==> config.mk <==
export PLATFORM = sky130hd
export DESIGN_NAME = as2650_io_fabric
export DESIGN_NICKNAME = d
export VERILOG_FILES = /design/src/rtl/as2650_io_pkg.sv /design/src/rtl/as2650_io_wb_regs.sv /design/src/rtl/as2650_io_fabric.sv
export SDC_FILE = /design/constraint.sdc
export NUM_CORES = 1
export LEC_CHECK = 0
export ABC_AREA = 1
export CAP_MARGIN = 5
export CORE_ASPECT_RATIO = 0.9
export CORE_UTILIZATION = 30
export DETAILED_ROUTE_END_ITERATION = 6
export PLACE_DENSITY_LB_ADDON = 0.3
export SETUP_SLACK_MARGIN = 0.4
export SKIP_LAST_GASP = 1
export SLEW_MARGIN = 20
export SYNTH_ARGS = -nofsm -noshare
export SYNTH_HDL_FRONTEND = slang
export SYNTH_HIERARCHICAL = 1
export SYNTH_SLANG_ARGS = --single-unit
export TNS_END_PERCENT = 30
==> constraint.sdc <==
create_clock -name wb_clk_i -period 3.95 [get_ports wb_clk_i]
set_input_delay 0.79 -clock wb_clk_i [delete_from_list [all_inputs] [get_ports wb_clk_i]]
set_output_delay 0.79 -clock wb_clk_i [all_outputs]
set_load 0.02 [all_outputs]
==> src/rtl/as2650_io_pkg.sv <==
// AS2650 extended-I/O fabric: shared constants.
// State encodings, register offsets and reset defaults.
package as2650_io_pkg;

    localparam logic [2:0] ST_IDLE    = 3'd0;
    localparam logic [2:0] ST_WAIT    = 3'd1;
    localparam logic [2:0] ST_ACCESS  = 3'd2;
    localparam logic [2:0] ST_DONE    = 3'd3;
    localparam logic [2:0] ST_ERR     = 3'd4;
    localparam logic [2:0] ST_RELEASE = 3'd5;

    localparam logic [1:0] REG_WAITCFG = 2'd0;
    localparam logic [1:0] REG_CTRL    = 2'd1;
    localparam logic [1:0] REG_STATUS  = 2'd2;

    localparam logic [7:0]  ERR_RDATA    = 8'hFF;
    localparam logic [7:0]  TIMEOUT_DEF  = 8'd16;
    localparam logic [31:0] REG_UNMAPPED = 32'hFFFF_FFFF;

endpackage

==> src/rtl/as2650_io_wb_regs.sv <==
// AS2650 I/O fabric Wishbone register block.
// Holds wait-state, enable and timeout config plus sticky status.
module as2650_io_wb_regs #(
    parameter int NUM_DEV  = 4,
    parameter int WAIT_W   = 4,
    parameter int TO_RESET = 16
) (
    input  logic                      clk_i,
    input  logic                      rst_i,
    input  logic [31:0]               wbs_adr_i,
    input  logic [31:0]               wbs_dat_i,
    input  logic                      wbs_we_i,
    input  logic                      wbs_cyc_i,
    input  logic                      wbs_stb_i,
    output logic [31:0]               wbs_dat_o,
    output logic                      wbs_ack_o,
    output logic [WAIT_W*NUM_DEV-1:0] waitcfg_o,
    output logic [NUM_DEV-1:0]        enable_o,
    output logic [7:0]                timeout_o,
    input  logic                      err_set_i,
    input  logic [7:0]                err_addr_i,
    input  logic                      done_pulse_i
);
    import as2650_io_pkg::*;

    localparam int CFG_W = WAIT_W * NUM_DEV;

    logic [CFG_W-1:0]   waitcfg_q, waitcfg_d;
    logic [NUM_DEV-1:0] enable_q, enable_d;
    logic [7:0]         timeout_q, timeout_d;
    logic               err_q, err_d;
    logic [7:0]         err_addr_q, err_addr_d;
    logic [7:0]         count_q, count_d;
    logic               ack_q;
    logic [31:0]        dat_q;
    logic [31:0]        rd_data;
    logic               acc;
    logic               unused_bits;

    assign acc         = wbs_cyc_i & wbs_stb_i & ~ack_q;
    assign unused_bits = ^{wbs_adr_i[31:4], wbs_adr_i[1:0], wbs_dat_i};

    always_comb begin
        rd_data    = '0;
        waitcfg_d  = waitcfg_q;
        enable_d   = enable_q;
        timeout_d  = timeout_q;
        err_d      = err_q;
        err_addr_d = err_addr_q;
        count_d    = count_q;
        unique case (wbs_adr_i[3:2])
            REG_WAITCFG: rd_data[CFG_W-1:0] = waitcfg_q;
            REG_CTRL: begin
                rd_data[NUM_DEV-1:0] = enable_q;
                rd_data[15:8]        = timeout_q;
            end
            REG_STATUS: begin
                rd_data[0]     = err_q;
                rd_data[15:8]  = err_addr_q;
                rd_data[23:16] = count_q;
            end
            default: rd_data = REG_UNMAPPED;
        endcase
        if (acc && wbs_we_i) begin
            unique case (wbs_adr_i[3:2])
                REG_WAITCFG: waitcfg_d = wbs_dat_i[CFG_W-1:0];
                REG_CTRL: begin
                    enable_d  = wbs_dat_i[NUM_DEV-1:0];
                    timeout_d = wbs_dat_i[15:8];
                end
                REG_STATUS: err_d = 1'b0;
                default: ;
            endcase
        end
        if (done_pulse_i) count_d = count_q + 8'd1;
        // a new error outranks a same-cycle clear
        if (err_set_i) begin
            err_d      = 1'b1;
            err_addr_d = err_addr_i;
        end
    end

    always_ff @(posedge clk_i) begin
        if (rst_i) begin
            waitcfg_q  <= '0;
            enable_q   <= '1;
            timeout_q  <= 8'(TO_RESET);
            err_q      <= 1'b0;
            err_addr_q <= '0;
            count_q    <= '0;
            ack_q      <= 1'b0;
            dat_q      <= '0;
        end else begin
            waitcfg_q  <= waitcfg_d;
            enable_q   <= enable_d;
            timeout_q  <= timeout_d;
            err_q      <= err_d;
            err_addr_q <= err_addr_d;
            count_q    <= count_d;
            ack_q      <= acc;
            if (acc) dat_q <= rd_data;
        end
    end

    assign wbs_ack_o = ack_q;
    assign wbs_dat_o = dat_q;
    assign waitcfg_o = waitcfg_q;
    assign enable_o  = enable_q;
    assign timeout_o = timeout_q;

endmodule

==> src/rtl/as2650_io_fabric.sv <==
// AS2650 extended-I/O fabric: decodes CPU I/O cycles onto
// NUM_DEV device channels with wait states and timeouts.
module as2650_io_fabric #(
    parameter int NUM_DEV   = 4,
    parameter int DEV_SEL_W = $clog2(NUM_DEV),
    parameter int WAIT_W    = 4,
    parameter int TO_RESET  = 16
) (
    input  logic                   wb_clk_i,
    input  logic                   wb_rst_i,
    input  logic                   io_cyc,
    input  logic                   io_we,
    input  logic [7:0]             io_addr,
    input  logic [7:0]             io_wdata,
    output logic [7:0]             io_rdata,
    output logic                   io_ready,
    output logic                   io_err,
    output logic [7-DEV_SEL_W:0]   dev_addr,
    output logic [7:0]             dev_wdata,
    output logic [NUM_DEV-1:0]     dev_cyc,
    output logic [NUM_DEV-1:0]     dev_we,
    input  logic [8*NUM_DEV-1:0]   dev_rdata,
    input  logic [NUM_DEV-1:0]     dev_ack,
    input  logic [31:0]            wbs_adr_i,
    input  logic [31:0]            wbs_dat_i,
    output logic [31:0]            wbs_dat_o,
    input  logic                   wbs_we_i,
    input  logic                   wbs_cyc_i,
    input  logic                   wbs_stb_i,
    output logic                   wbs_ack_o
);
    import as2650_io_pkg::*;

    localparam int LA_W = 8 - DEV_SEL_W;

    logic [2:0]                state_q, state_d;
    logic [7:0]                addr_q, addr_d;
    logic [7:0]                wdata_q, wdata_d;
    logic                      we_q, we_d;
    logic [WAIT_W-1:0]         wcnt_q, wcnt_d;
    logic [7:0]                to_cnt_q, to_cnt_d;
    logic [7:0]                to_lim_q, to_lim_d;
    logic [7:0]                rdata_q, rdata_d;
    logic [WAIT_W*NUM_DEV-1:0] waitcfg;
    logic [NUM_DEV-1:0]        enable;
    logic [7:0]                timeout;
    logic [DEV_SEL_W-1:0]      idx_in, idx_q;
    logic [WAIT_W-1:0]         cfg_wait;
    logic [7:0]                rd_sel;

    assign idx_in = io_addr[7:LA_W];
    assign idx_q  = addr_q[7:LA_W];

    always_comb begin
        cfg_wait = '0;
        rd_sel   = '0;
        for (int i = 0; i < NUM_DEV; i++) begin
            if (idx_in == DEV_SEL_W'(i)) cfg_wait = waitcfg[WAIT_W*i +: WAIT_W];
            if (idx_q == DEV_SEL_W'(i))  rd_sel   = dev_rdata[8*i +: 8];
        end
    end

    always_comb begin
        state_d  = state_q;
        addr_d   = addr_q;
        wdata_d  = wdata_q;
        we_d     = we_q;
        wcnt_d   = wcnt_q;
        to_cnt_d = to_cnt_q;
        to_lim_d = to_lim_q;
        rdata_d  = rdata_q;
        unique case (state_q)
            ST_IDLE: begin
                if (io_cyc) begin
                    addr_d   = io_addr;
                    wdata_d  = io_wdata;
                    we_d     = io_we;
                    wcnt_d   = cfg_wait;
                    to_cnt_d = '0;
                    to_lim_d = timeout;
                    if (!enable[idx_in])    state_d = ST_ERR;
                    else if (cfg_wait != '0) state_d = ST_WAIT;
                    else                     state_d = ST_ACCESS;
                end
            end
            ST_WAIT: begin
                wcnt_d = wcnt_q - 1'b1;
                if (wcnt_q == WAIT_W'(1)) state_d = ST_ACCESS;
            end
            ST_ACCESS: begin
                to_cnt_d = to_cnt_q + 8'd1;
                if (dev_ack[idx_q]) begin
                    if (!we_q) rdata_d = rd_sel;
                    state_d = ST_DONE;
                end else if (to_lim_q != '0 && to_cnt_d == to_lim_q) begin
                    state_d = ST_ERR;
                end
            end
            ST_DONE:    state_d = ST_RELEASE;
            ST_ERR:     state_d = ST_RELEASE;
            ST_RELEASE: if (!io_cyc) state_d = ST_IDLE;
            default:    state_d = ST_IDLE;
        endcase
    end

    always_ff @(posedge wb_clk_i) begin
        if (wb_rst_i) begin
            state_q  <= ST_IDLE;
            addr_q   <= '0;
            wdata_q  <= '0;
            we_q     <= 1'b0;
            wcnt_q   <= '0;
            to_cnt_q <= '0;
            to_lim_q <= '0;
            rdata_q  <= '0;
        end else begin
            state_q  <= state_d;
            addr_q   <= addr_d;
            wdata_q  <= wdata_d;
            we_q     <= we_d;
            wcnt_q   <= wcnt_d;
            to_cnt_q <= to_cnt_d;
            to_lim_q <= to_lim_d;
            rdata_q  <= rdata_d;
        end
    end

    always_comb begin
        dev_cyc = '0;
        dev_we  = '0;
        if (state_q == ST_ACCESS) begin
            dev_cyc[idx_q] = 1'b1;
            dev_we[idx_q]  = we_q;
        end
    end

    assign io_ready  = (state_q == ST_DONE) || (state_q == ST_ERR);
    assign io_err    = (state_q == ST_ERR);
    assign io_rdata  = io_err ? ERR_RDATA : rdata_q;
    assign dev_addr  = addr_q[LA_W-1:0];
    assign dev_wdata = wdata_q;

    as2650_io_wb_regs #(
        .NUM_DEV  (NUM_DEV),
        .WAIT_W   (WAIT_W),
        .TO_RESET (TO_RESET)
    ) u_regs (
        .clk_i        (wb_clk_i),
        .rst_i        (wb_rst_i),
        .wbs_adr_i    (wbs_adr_i),
        .wbs_dat_i    (wbs_dat_i),
        .wbs_we_i     (wbs_we_i),
        .wbs_cyc_i    (wbs_cyc_i),
        .wbs_stb_i    (wbs_stb_i),
        .wbs_dat_o    (wbs_dat_o),
        .wbs_ack_o    (wbs_ack_o),
        .waitcfg_o    (waitcfg),
        .enable_o     (enable),
        .timeout_o    (timeout),
        .err_set_i    (state_q == ST_ERR),
        .err_addr_i   (addr_q),
        .done_pulse_i (state_q == ST_DONE)
    );

endmodule

==> impl_metrics.env <==
export IMPL_ys_types=41
export IMPL_h_tree_depth=4
export IMPL_ys_ff_latch=119
export IMPL_cp_num_buf_inv=2
export IMPL_syn_nets=991
export IMPL_finalNonFillerCells=1239
export IMPL_dr_pass1_iters=5
export IMPL_path_max_fanout=18
export IMPL_fin_crit_sh_pct=77.94
export IMPL_cellLeakagePower_nw=3.370
export IMPL_grt_pass1_wl_mm=26.83
export IMPL_crit_path_start_kind="flop"
export IMPL_place_hpwl_mm=11.77
export IMPL_die_area_sq_um=20560
export IMPL_start_util_pct=30.91
export IMPL_path_class="flop to output pin"
export IMPL_cts_sinks=119
export IMPL_syn2layout_area_growth_pct=35.98
export IMPL_clk_pin_slew_ns=0.05
export IMPL_cts_setup_buffers=0
export IMPL_wl_mm=16.63
export IMPL_ios=188
export IMPL_dp_cells=1209
export IMPL_antenna_found_initial=0
export IMPL_die_h_um=136.1
export IMPL_setup_ws_ns=0.8713
export IMPL_multi_input_area_sq_um=3019
export IMPL_yosysWarnings=6
export IMPL_grt_overflow=0
export IMPL_final_cell_mix="nand2_1, nor2_1, clkdlybuf4s50_1"
export IMPL_max_stage_delay_ns=0.61
export IMPL_core_sq_um=19400
export IMPL_ir_worst_vdd_mv=0.3070
export IMPL_status="complete, no violations"
export IMPL_fillers=2023
export IMPL_grt_pass1_vias=5340
export IMPL_setup_viol=0
export IMPL_clock_latency_ns=0.41
export IMPL_startpoint="state_q[0]"
export IMPL_seqCellArea_sq_um=2382
export IMPL_rsz0062_at_grt="false"
export IMPL_synth_compound_area_share_pct=13.92
export IMPL_finalNetCount=1109
export IMPL_max_freq_mhz=324.8
export IMPL_maxSlewViolCount=0
export IMPL_synthXorXnorAreaFrac_pct=0
export IMPL_routed_via_density=4.650
export IMPL_synthAdderAreaFrac_pct=1.669
export IMPL_cts_tree="yes"
export IMPL_final_layout_size_suffix_gt1_share_pct=11.32
export IMPL_rows=48
export IMPL_cts_buffers=17
export IMPL_final_hold_viol_count=0
export IMPL_final_common_cell="nand2_1"
export IMPL_slowest_stage="clkdlybuf4s50_1"
export IMPL_numPortBuffers=141
export IMPL_period_needed_ns=3.079
export IMPL_synth_area_sq_um=5996
export IMPL_max_cap_viol_count=0
export IMPL_syn_inst=860
export IMPL_muxShareOfSynthArea_pct=0
export IMPL_cts_resized=0
export IMPL_clk_path_buf_depth=2
export IMPL_drt_iter0_drc=366
export IMPL_cts_root_buf="clkbuf_16"
export IMPL_cp_top_family="buffers and inverters"
export IMPL_hold_buffers=0
export IMPL_ys_seq_area_share_pct=39.73
export IMPL_holdWs_ns=0.4767
export IMPL_pre_cts_slack_ns=1.204
export IMPL_worstPathArrival_ns=2.29
export IMPL_path_cells="nor2_1, nand2_1, inv_1, or2_2, clkdlybuf4s50_1"
export IMPL_rr_startpoint="state_q[0]"
export IMPL_fin_skew_ns=0.008004
export IMPL_worst_slew_pin_slew_ns=0.7769
export IMPL_worst_slew_margin_rel_pct=48.20
export IMPL_gp_congestion=0.8524
export IMPL_required_ns=3.16
export IMPL_synthSimpleGateAreaFrac_pct=34.77
export IMPL_end_kind="output pin"
export IMPL_routed_via_count=5761
export IMPL_track_usage_pct=16.71
export IMPL_drc=0
export IMPL_ant_nets=0
export IMPL_detail_route_wl_per_cell_um=13.42
export IMPL_hold_class="flop to flop"
export IMPL_grt_max_degree=36
export IMPL_synth_area_per_cell_sq_um=6.972
export IMPL_n_antenna_cell=0
export IMPL_setup_tns_ns=0
export IMPL_die_w_um=151.0
export IMPL_synth_top_family_by_area="simple AND/OR/NAND/NOR gates"
export IMPL_power_density_nw_per_um2=606.9
export IMPL_hold_path_startpoint="u_regs/count_q[6]"
routing by layer:
layer / global-route usage (%) / up-vias / routed length (um)
met3: 3.691 / 12 / 802
met1: 22.35 / 2595 / 8317
met5: 0 / - / 0
met2: 26.66 / 139 / 7367
li1: - / 3015 / -
met4: 5.111 / 0 / 144
cell type report:
cell class / instances / area share (%)
multi-input cells: 613 / 37.03
flip-flops and latches: 119 / 29.22
repair buffers: 150 / 18.29
clock buffers: 23 / 5.985
well taps: 250 / 3.837
inverters: 77 / 3.591
clock inverters: 7 / 2.041
power by group:
group | total (mW) | switching (mW) | leakage, nW | internal, mW
registers | 1.56 | 0.150 | 0.972 | 1.41
logic | 1.67 | 0.982 | 2.08 | 0.689
clock network | 1.72 | 0.535 | 0.316 | 1.18
worst reg2reg max path, stage by stage (launching register included):
cell and delay (ns):
dfxtp_1 0.32, nor2_1 0.20, nand2_1 0.13, nor2_2 0.44, inv_2 0.38, or2_0 0.34, a21oi_1 0.12
worst paths after layout:
check,endpoint,slack [ns],cells after the start
max,io_rdata[4],0.87,5
min,u_regs/wbs_dat_o[22],0.48,2
max reg2reg,wcnt_q[2],1.96,6
min reg2reg,u_regs/wbs_dat_o[22],0.48,2
cells by family (layout without fill, tap and decap cells):
| kind of cell | count (synthesis) | in the layout |
|---|---|---|
| AOI/OAI and AO/OA | 142 | 142 |
| adders and majority gates | 8 | 8 |
| buffers and inverters | 128 | 257 |
| DFF | 119 | 119 |
| and+or+nand+nor | 463 | 463 |
sequential cells by signal (all words and copies together) (netlist names), 8 cells and up:
signal and flops:
to_lim_q 8, to_cnt_q 8, u_regs/wbs_dat_o 25, rdata_q 8, addr_q 8, u_regs/count_q 8, u_regs/waitcfg_o 16, u_regs/err_addr_q 8
dev_wdata 8, u_regs/timeout_o 8
metrics by stage:
step           power, mW  cell area, sq um  utilization (%)
2_1_floorplan      2.682              5996                -
3_3_place_gp       3.254              7498            38.65
3_5_place_dp       3.267              7498            38.65
4_1_cts            4.994              8153            42.03
5_1_grt            5.246              8153            42.03
6_report           4.948              8153            42.03
synth_stat cells, drive strengths merged:
master	instances	area, sq um
a21oi	43	215.2
or2	12	75.07
nand4	27	168.9
inv	75	284.0
dfxtp	119	2382
nand2	175	676.9
nand3	55	297.8
a22o	13	123.9
o211ai	1	7.510
clkinv	2	8.750
o21ai	74	400.4
and2	1	6.260
o22ai	1	6.260
nor2	185	817.0
nand3b	1	7.510
a31oi	4	25.02
a221oi	5	43.79
clkbuf	19	73.82
buf	32	227.7
nor3	7	35.03
ha	8	100.1
a22oi	1	12.51
Power figures use the tool's default switching activity.
